`config.mk`:
```
export PLATFORM = sky130hd
export DESIGN_NAME = subservient_ram_arbiter
export DESIGN_NICKNAME = d
export VERILOG_FILES = /design/src/rtl/subservient_ram_arbiter.sv
export SDC_FILE = /design/constraint.sdc
export NUM_CORES = 1
export LEC_CHECK = 0
export CAP_MARGIN = 25
export CORE_MARGIN = 8
export CORE_UTILIZATION = 35
export CTS_CLUSTER_SIZE = 10
export DETAILED_ROUTE_END_ITERATION = 7
export PLACE_DENSITY = 0.85
export SYNTH_ARGS = -nofsm -noshare
export SYNTH_HDL_FRONTEND = slang
export SYNTH_SLANG_ARGS = --single-unit
```
`constraint.sdc`:
```
create_clock -name i_clk -period 1.5 [get_ports i_clk]
set_clock_uncertainty 0.05 [all_clocks]
set_input_delay 0.15 -clock i_clk [delete_from_list [all_inputs] [get_ports i_clk]]
set_output_delay 0.15 -clock i_clk [all_outputs]
set_load 0.02 [all_outputs]
```
`src/rtl/subservient_ram_arbiter.sv`:
```
// Two-requester round-robin arbiter in front of a single-port 8-bit RAM, with a
// zero-fill sweep that runs after reset release and on request.
module subservient_ram_arbiter #(
  parameter int unsigned depth          = 256,
  parameter int unsigned aw             = $clog2(depth),
  parameter bit          CLEAR_ON_RESET = 1'b1
) (
  input  logic          i_clk,
  input  logic          i_rst_n,
  input  logic          i_a_req,
  input  logic          i_a_we,
  input  logic [aw-1:0] i_a_addr,
  input  logic [7:0]    i_a_wdata,
  output logic          o_a_gnt,
  output logic          o_a_rvalid,
  output logic [7:0]    o_a_rdata,
  input  logic          i_b_req,
  input  logic          i_b_we,
  input  logic [aw-1:0] i_b_addr,
  input  logic [7:0]    i_b_wdata,
  output logic          o_b_gnt,
  output logic          o_b_rvalid,
  output logic [7:0]    o_b_rdata,
  input  logic          i_clear,
  output logic          o_busy,
  output logic [aw-1:0] o_ram_waddr,
  output logic [aw-1:0] o_ram_raddr,
  output logic [7:0]    o_ram_wdata,
  output logic          o_ram_wen,
  output logic          o_ram_ren,
  input  logic [7:0]    i_ram_rdata
);

  typedef enum logic [0:0] {StClear, StRun} state_e;

  localparam logic [aw-1:0] LastAddr   = aw'(depth - 1);
  localparam state_e        ResetState = CLEAR_ON_RESET ? StClear : StRun;

  state_e        state_q, state_d;
  logic [aw-1:0] cnt_q, cnt_d;
  logic          prio_b_q, prio_b_d;  // 1: B wins when both request
  logic          a_rv_q, a_rv_d;
  logic          b_rv_q, b_rv_d;

  always_ff @(posedge i_clk or negedge i_rst_n) begin
    if (!i_rst_n) begin
      state_q  <= ResetState;
      cnt_q    <= '0;
      prio_b_q <= 1'b0;
      a_rv_q   <= 1'b0;
      b_rv_q   <= 1'b0;
    end else begin
      state_q  <= state_d;
      cnt_q    <= cnt_d;
      prio_b_q <= prio_b_d;
      a_rv_q   <= a_rv_d;
      b_rv_q   <= b_rv_d;
    end
  end

  always_comb begin
    state_d     = state_q;
    cnt_d       = cnt_q;
    prio_b_d    = prio_b_q;
    a_rv_d      = 1'b0;
    b_rv_d      = 1'b0;
    o_a_gnt     = 1'b0;
    o_b_gnt     = 1'b0;
    o_busy      = 1'b0;
    o_ram_wen   = 1'b0;
    o_ram_ren   = 1'b0;
    o_ram_waddr = '0;
    o_ram_raddr = '0;
    o_ram_wdata = 8'h00;
    unique case (state_q)
      StClear: begin
        o_busy      = 1'b1;
        o_ram_wen   = 1'b1;
        o_ram_waddr = cnt_q;
        if (cnt_q == LastAddr) begin
          state_d = StRun;
          cnt_d   = '0;
        end else begin
          cnt_d = cnt_q + 1'b1;
        end
      end
      StRun: begin
        o_a_gnt = i_a_req & (~i_b_req | ~prio_b_q);
        o_b_gnt = i_b_req & ~o_a_gnt;
        if (o_a_gnt) begin
          prio_b_d = 1'b1;
          if (i_a_we) begin
            o_ram_wen   = 1'b1;
            o_ram_waddr = i_a_addr;
            o_ram_wdata = i_a_wdata;
          end else begin
            o_ram_ren   = 1'b1;
            o_ram_raddr = i_a_addr;
            a_rv_d      = 1'b1;
          end
        end else if (o_b_gnt) begin
          prio_b_d = 1'b0;
          if (i_b_we) begin
            o_ram_wen   = 1'b1;
            o_ram_waddr = i_b_addr;
            o_ram_wdata = i_b_wdata;
          end else begin
            o_ram_ren   = 1'b1;
            o_ram_raddr = i_b_addr;
            b_rv_d      = 1'b1;
          end
        end
        if (i_clear) begin
          state_d = StClear;
          cnt_d   = '0;
        end
      end
      default: state_d = StRun;
    endcase
    // Outputs read as zero for the whole time reset is held, not just after an edge.
    if (!i_rst_n) begin
      o_a_gnt     = 1'b0;
      o_b_gnt     = 1'b0;
      o_busy      = 1'b0;
      o_ram_wen   = 1'b0;
      o_ram_ren   = 1'b0;
      o_ram_waddr = '0;
      o_ram_raddr = '0;
      o_ram_wdata = 8'h00;
    end
  end

  assign o_a_rvalid = a_rv_q;
  assign o_b_rvalid = b_rv_q;
  assign o_a_rdata  = a_rv_q ? i_ram_rdata : 8'h00;
  assign o_b_rdata  = b_rv_q ? i_ram_rdata : 8'h00;

endmodule

```
# Word level (Yosys, flattened, before mapping)
# Index checks and enable logic that the tools add are counted.
word_totals:
  regBits: 12
  in_bits: 47
  out_inout_bits: 47
  elab_cells: 67
op_classes:
  add_sub_neg: 1
  eq_ne: 2
  mux: 50
  n_bitwise: 7
  n_reduce_logical: 2
op_table:
  columns: ["op", "count"]
  rows:
  - ["8-bit two-way mux", 21]
  - ["8-bit one-hot mux with 2 select lines", 2]
  - ["1-bit two-way mux", 25]
  - ["8-bit by 1-bit adder with 8-bit output, second input constant", 1]
  - ["8-bit == test, second input constant", 1]
  - ["1-bit NOT", 4]
  - ["1-bit one-hot mux with 2 select lines", 2]
  - ["1-bit AND", 2]
  - ["2-bit inequality test, second input constant", 1]
  - ["2-bit AND reduction", 1]
  - ["2-bit nonzero test", 1]
  - ["1-bit bitwise OR", 1]

# Depth between registers and ports, before layout
depth:
  depth_word: 9
  mapped_depth: 5
  depth_no_buf: 4

# Least setup slack after synthesis
# Ideal clock, no wire load.
synth_timing:
  kind: "reg-to-output"
  startpoint: "register prio_b_q"
  endpoint: "output o_ram_raddr[6]"
  arrival_time_ps: 1289
  t_required_ps: 1300
  slack_ps: 11
  path_stages_with_launch: 5
  n_path_buf: 1
  path_cell_list: "dfrtp_1 a21boi_4 buf_2 nand3b_1 a21oi_1"
synth_between:
  elab_chain_len: 9
synth_rtl:
  columns: ["element", "line", "source"]
  rows:
  - ["from (decl)", "41", "logic prio_b_q, prio_b_d;"]
  - ["from (signal assigned)", "55", "prio_b_q <= prio_b_d;"]
  - ["1-bit NOT *", "88", "o_a_gnt = i_a_req & (~i_b_req | ~prio_b_q);"]
  - ["1-bit bitwise OR *", "88", null]
  - ["1-bit AND *", "88", null]
  - ["1-bit NOT", "89", "o_b_gnt = i_b_req & ~o_a_gnt;"]
  - ["1-bit AND", "89", null]
  - ["8-bit two-way mux", "101", "end else if (o_b_gnt) begin"]
  - ["8-bit two-way mux *", "90", "if (o_a_gnt) begin"]
  - ["8-bit two-way mux *", "75", "unique case (state_q)"]
  - ["8-bit two-way mux *", "121", "if (!i_rst_n) begin"]
  - ["to (decl)", "27", "output logic [aw-1:0] o_ram_raddr,"]
# Mark *: on every way between the ends. The rest lies on a longest branch, timed or not.

# Worst setup path in the final report
layout_timing:
  startpoint: "register prio_b_q"
  endpoint: "output o_ram_wen"
layout_between:
  elab_chain_len: 9
layout_rtl:
  columns: ["element", "line", "source"]
  rows:
  - ["1-bit NOT *", "88", null]
  - ["1-bit bitwise OR *", "88", null]
  - ["1-bit AND *", "88", null]
  - ["1-bit NOT", "89", null]
  - ["1-bit AND", "89", null]
  - ["1-bit two-way mux", "101", null]
  - ["1-bit two-way mux *", "90", null]
  - ["1-bit one-hot mux with 2 select lines *", "75", null]
  - ["1-bit two-way mux *", "121", null]
  - ["to (decl)", "29", "output logic o_ram_wen,"]
# Marks and branches as above.

==> metrics.md <==
| Metric | Value |
|---|---|
| Final Hold Viols | `0` |
| Fin Setup TNS | `-4060 ps` |
| Max-cap violations | `0` |
| Crit share post-route | `1.13` |
| Failing checks | `setup timing` |
| Boundary Pins | `94` |
| DR WL/cell | `between 15 and 20 um` |
| Final non-filler cell total | `between 300 and 400` |
| Inst Count DP | `339` |
| Fin crit period | `1700 ps` |
| Detailed Route WL | `between 6 and 7 mm` |
| Vias in the first global route | `roughly 1800` |
| H-tree depth | `1` |
| Mean Syn Cell Area | `7.26 sq um` |
| FF-to-FF End | `cnt_q[6]$_DFFE_PN0P_` |
| Crit Path Max Fanout | `5` |
| Number of synthesized register bits | `12` |
| Detail Placement HPWL | `roughly 4.5 mm` |
| Core Region | `approximately 3600 sq um` |
| Die H | `about 77 um` |
| Post-Synthesis Cells | `182` |
| P&R area growth vs syn | `99.8%` |
| Max_slew headroom | `0.822` |
| Worst setup EP type | `primary output` |
| CTS Buf Count | `3` |
| Leak Pwr | `roughly 0.0012 uW` |
| # diodes | `0` |
| R2r setup slk | `approximately 60 ps` |
| Via count | `1970` |
| Place WS | `-666 ps` |
| Clk slew on worst S/H paths | `~50 ps` |
| Placer Congestion | `around 0.84` |
| Cell Area, Synth | `between 1000 and 1500 sq um` |
| 1st-pass router iterations | `4` |
| Cell Rows | `22` |
| Share of cells above drive strength 1 | `0.315` |
| CP startpoint kind | `register` |
| IO Port Bufs | `slightly above 90` |
| Setup violations, final | `27` |
| Total grt overflow | `0` |
| Asr flop ratio synth | `1.00` |
| Final Max Slew Viols | `0` |
| Antenna viol nets, final | `0` |
| Synth cell types | `35` |
| Status | `finished, violations left` |
| Initial antenna violation count | `0` |
| Ys Warns | `0` |
| First-pass GRT wire length | `around 9.2 mm` |
| Largest net degree at the start of global routing | `24` |
| Crit path DAT | `approximately 1500 ps` |
| Clock Tree Buf Depth | `2` |
| Clock root buffer | `clkbuf_8` |
| Actual slew at the worst max-slew pin | `264 ps` |
| Die Span X | `just under 80 um` |
| RSZ-0062 raised after global routing | `yes` |
| Achievable Freq | `slightly below 600 MHz` |
| Reg2reg path depth | `4` |
| Post-synth top flop | `dfrtp_1` |
| Post-Route Utilization | `0.727` |
| Clk sinks | `12` |
| Setup Crit Path Kind | `register to primary output` |
| Vias/cell | `5.63` |
| TritonCTS clock tree | `done` |
| Max VDD drop | `approximately 0.55 mV` |
| DR DRC count | `0` |
| 1st-iter DRT viols | `roughly 150` |
| Post-synthesis sequential area ratio | `0.227` |
| Worst EP required | `~1300 ps` |
| Cell area power density | `693 nW/um^2` |
| Syn Nets | `230` |
| Post-route setup slack | `-200 ps` |
| Clk_lat worst skew | `approximately 250 ps` |
| Total GRT Usage | `0.184` |
| Initial core utilization | `0.364` |
| EDFF count, synth | `0` |
| Worst hold path type | `input pin to async pin` |
| R2r startpoint | `state_q$_DFF_PN0_` |
| Nets | `~350` |
| Die ar. | `~6000 sq um` |
layer usage:
layer,global-route usage,vias up,share of wire
li1,-,920,-
met1,0.222,929,0.40
met2,0.313,106,0.49
met3,0.0334,15,0.084
met4,0.0736,0,0.027
met5,0,-,0
synthesized netlist by cell type, types with 2 or more instances:
cell	number	area [sq um]
buf_4	7	52.6
xor2_1	2	17.5
o21ai_0	10	50.1
nor2b_1	2	12.5
clkbuf_1	6	22.5
a31oi_1	9	56.3
nor2_1	4	15.0
o211ai_1	3	22.5
dfrtp_1	12	300
o22ai_1	3	18.8
nand4b_1	8	70.1
nand2b_1	2	12.5
and2_1	17	106
a21oi_1	27	135
buf_2	5	25.0
nand3b_1	11	82.6
nand3_1	27	135
nand2_1	10	37.5
worst max-delay path by stage:
| stage | end | cells after the start | start |
|---|---|---|---|
| 2_1_floorplan | o_ram_raddr[6] | 4 | prio_b_q$_DFFE_PN0P_ |
| 3_3_place_gp | o_ram_wen | 6 | i_b_req |
| 3_5_place_dp | o_ram_waddr[3] | 6 | i_a_req |
| 4_1_cts | o_ram_wen | 5 | prio_b_q$_DFFE_PN0P_ |
| 5_1_grt | o_ram_wen | 5 | prio_b_q$_DFFE_PN0P_ |
| 6_report | o_ram_wen | 5 | prio_b_q$_DFFE_PN0P_ |
registers in the layout, summed over array words and instances, names as in the netlist:
signal,flops
cnt_q,8
prio_b_q,1
state_q,1
o_a_rvalid,1
o_b_rvalid,1
cells by family (layout without fill, tap and decap cells):
kind of cell | after synthesis | in the layout | synth area share
adder cells (fa/ha/maj) | 1 | 1 | 0.00947
AO/OA/AOI/OAI | 59 | 59 | 0.269
multiplexers | 1 | 1 | 0.00758
flip-flops | 12 | 12 | 0.227
buffers and inverters | 20 | 140 | 0.0824
XOR/XNOR | 3 | 3 | 0.0199
AND/OR/NAND/NOR | 86 | 86 | 0.384
critical path, stage by stage, from the launching register on:
cell and delay, ps:
dfrtp_1 420, nand2b_4 210, buf_6 150, a221oi_2 250, nor2b_1 70, buf_2 160
layout make-up:
class,count,area [sq um]
clock buffers,4,55.1
fillers,281,993
inverters,1,3.75
multi-input cells,150,976
flip-flops and latches,12,303
well taps,48,60.1
repair buffers,135,1240
report_power, final:
| group | leakage, uW | total (uW) | switching [uW] | internal (uW) |
|---|---|---|---|---|
| Combinational | 0.000979 | 999 | 480 | 519 |
| Clock | 0.0000288 | 356 | 124 | 232 |
| Sequential | 0.000148 | 474 | 59.3 | 415 |
through the flow:
step	power [uW]	instance area (sq um)	hold slack, ps
after CTS	1790	2510	250
after floorplan	974	1320	-196
final	1830	2640	6.85
after global routing	1940	2640	51.2
after detailed placement	1430	2490	511
after global placement	1400	2490	505
layout by cell type, fill, tap and decap left out, types with 2 or more instances in the layout:
master and n:
nand3_1 27, o22ai_1 3, buf_12 2, o21ai_0 10, a31oi_1 9, nor2_1 3
dfrtp_2 2, clkdlybuf4s50_1 43, and2_1 17, nand2_1 9, buf_4 53, clkbuf_8 4
o211ai_1 3, a21oi_1 15, dfrtp_1 10, buf_6 12, nand4b_1 8, a21oi_2 12
dlygate4sd2_1 20, nand3b_1 11, xor2_1 2, nor2b_1 2
repair_timing:
item / CTS / global route
buffers inserted: 3 / 0
gates cloned: 0 / 3
hold buffers: 0 / 1
pin swaps: 8 / 2
resized for setup: 172 / 21
setup endpoints to repair: 47 / 30
endpoints found under the hold margin: 0 / 4
Power figures use the tool's default switching activity.
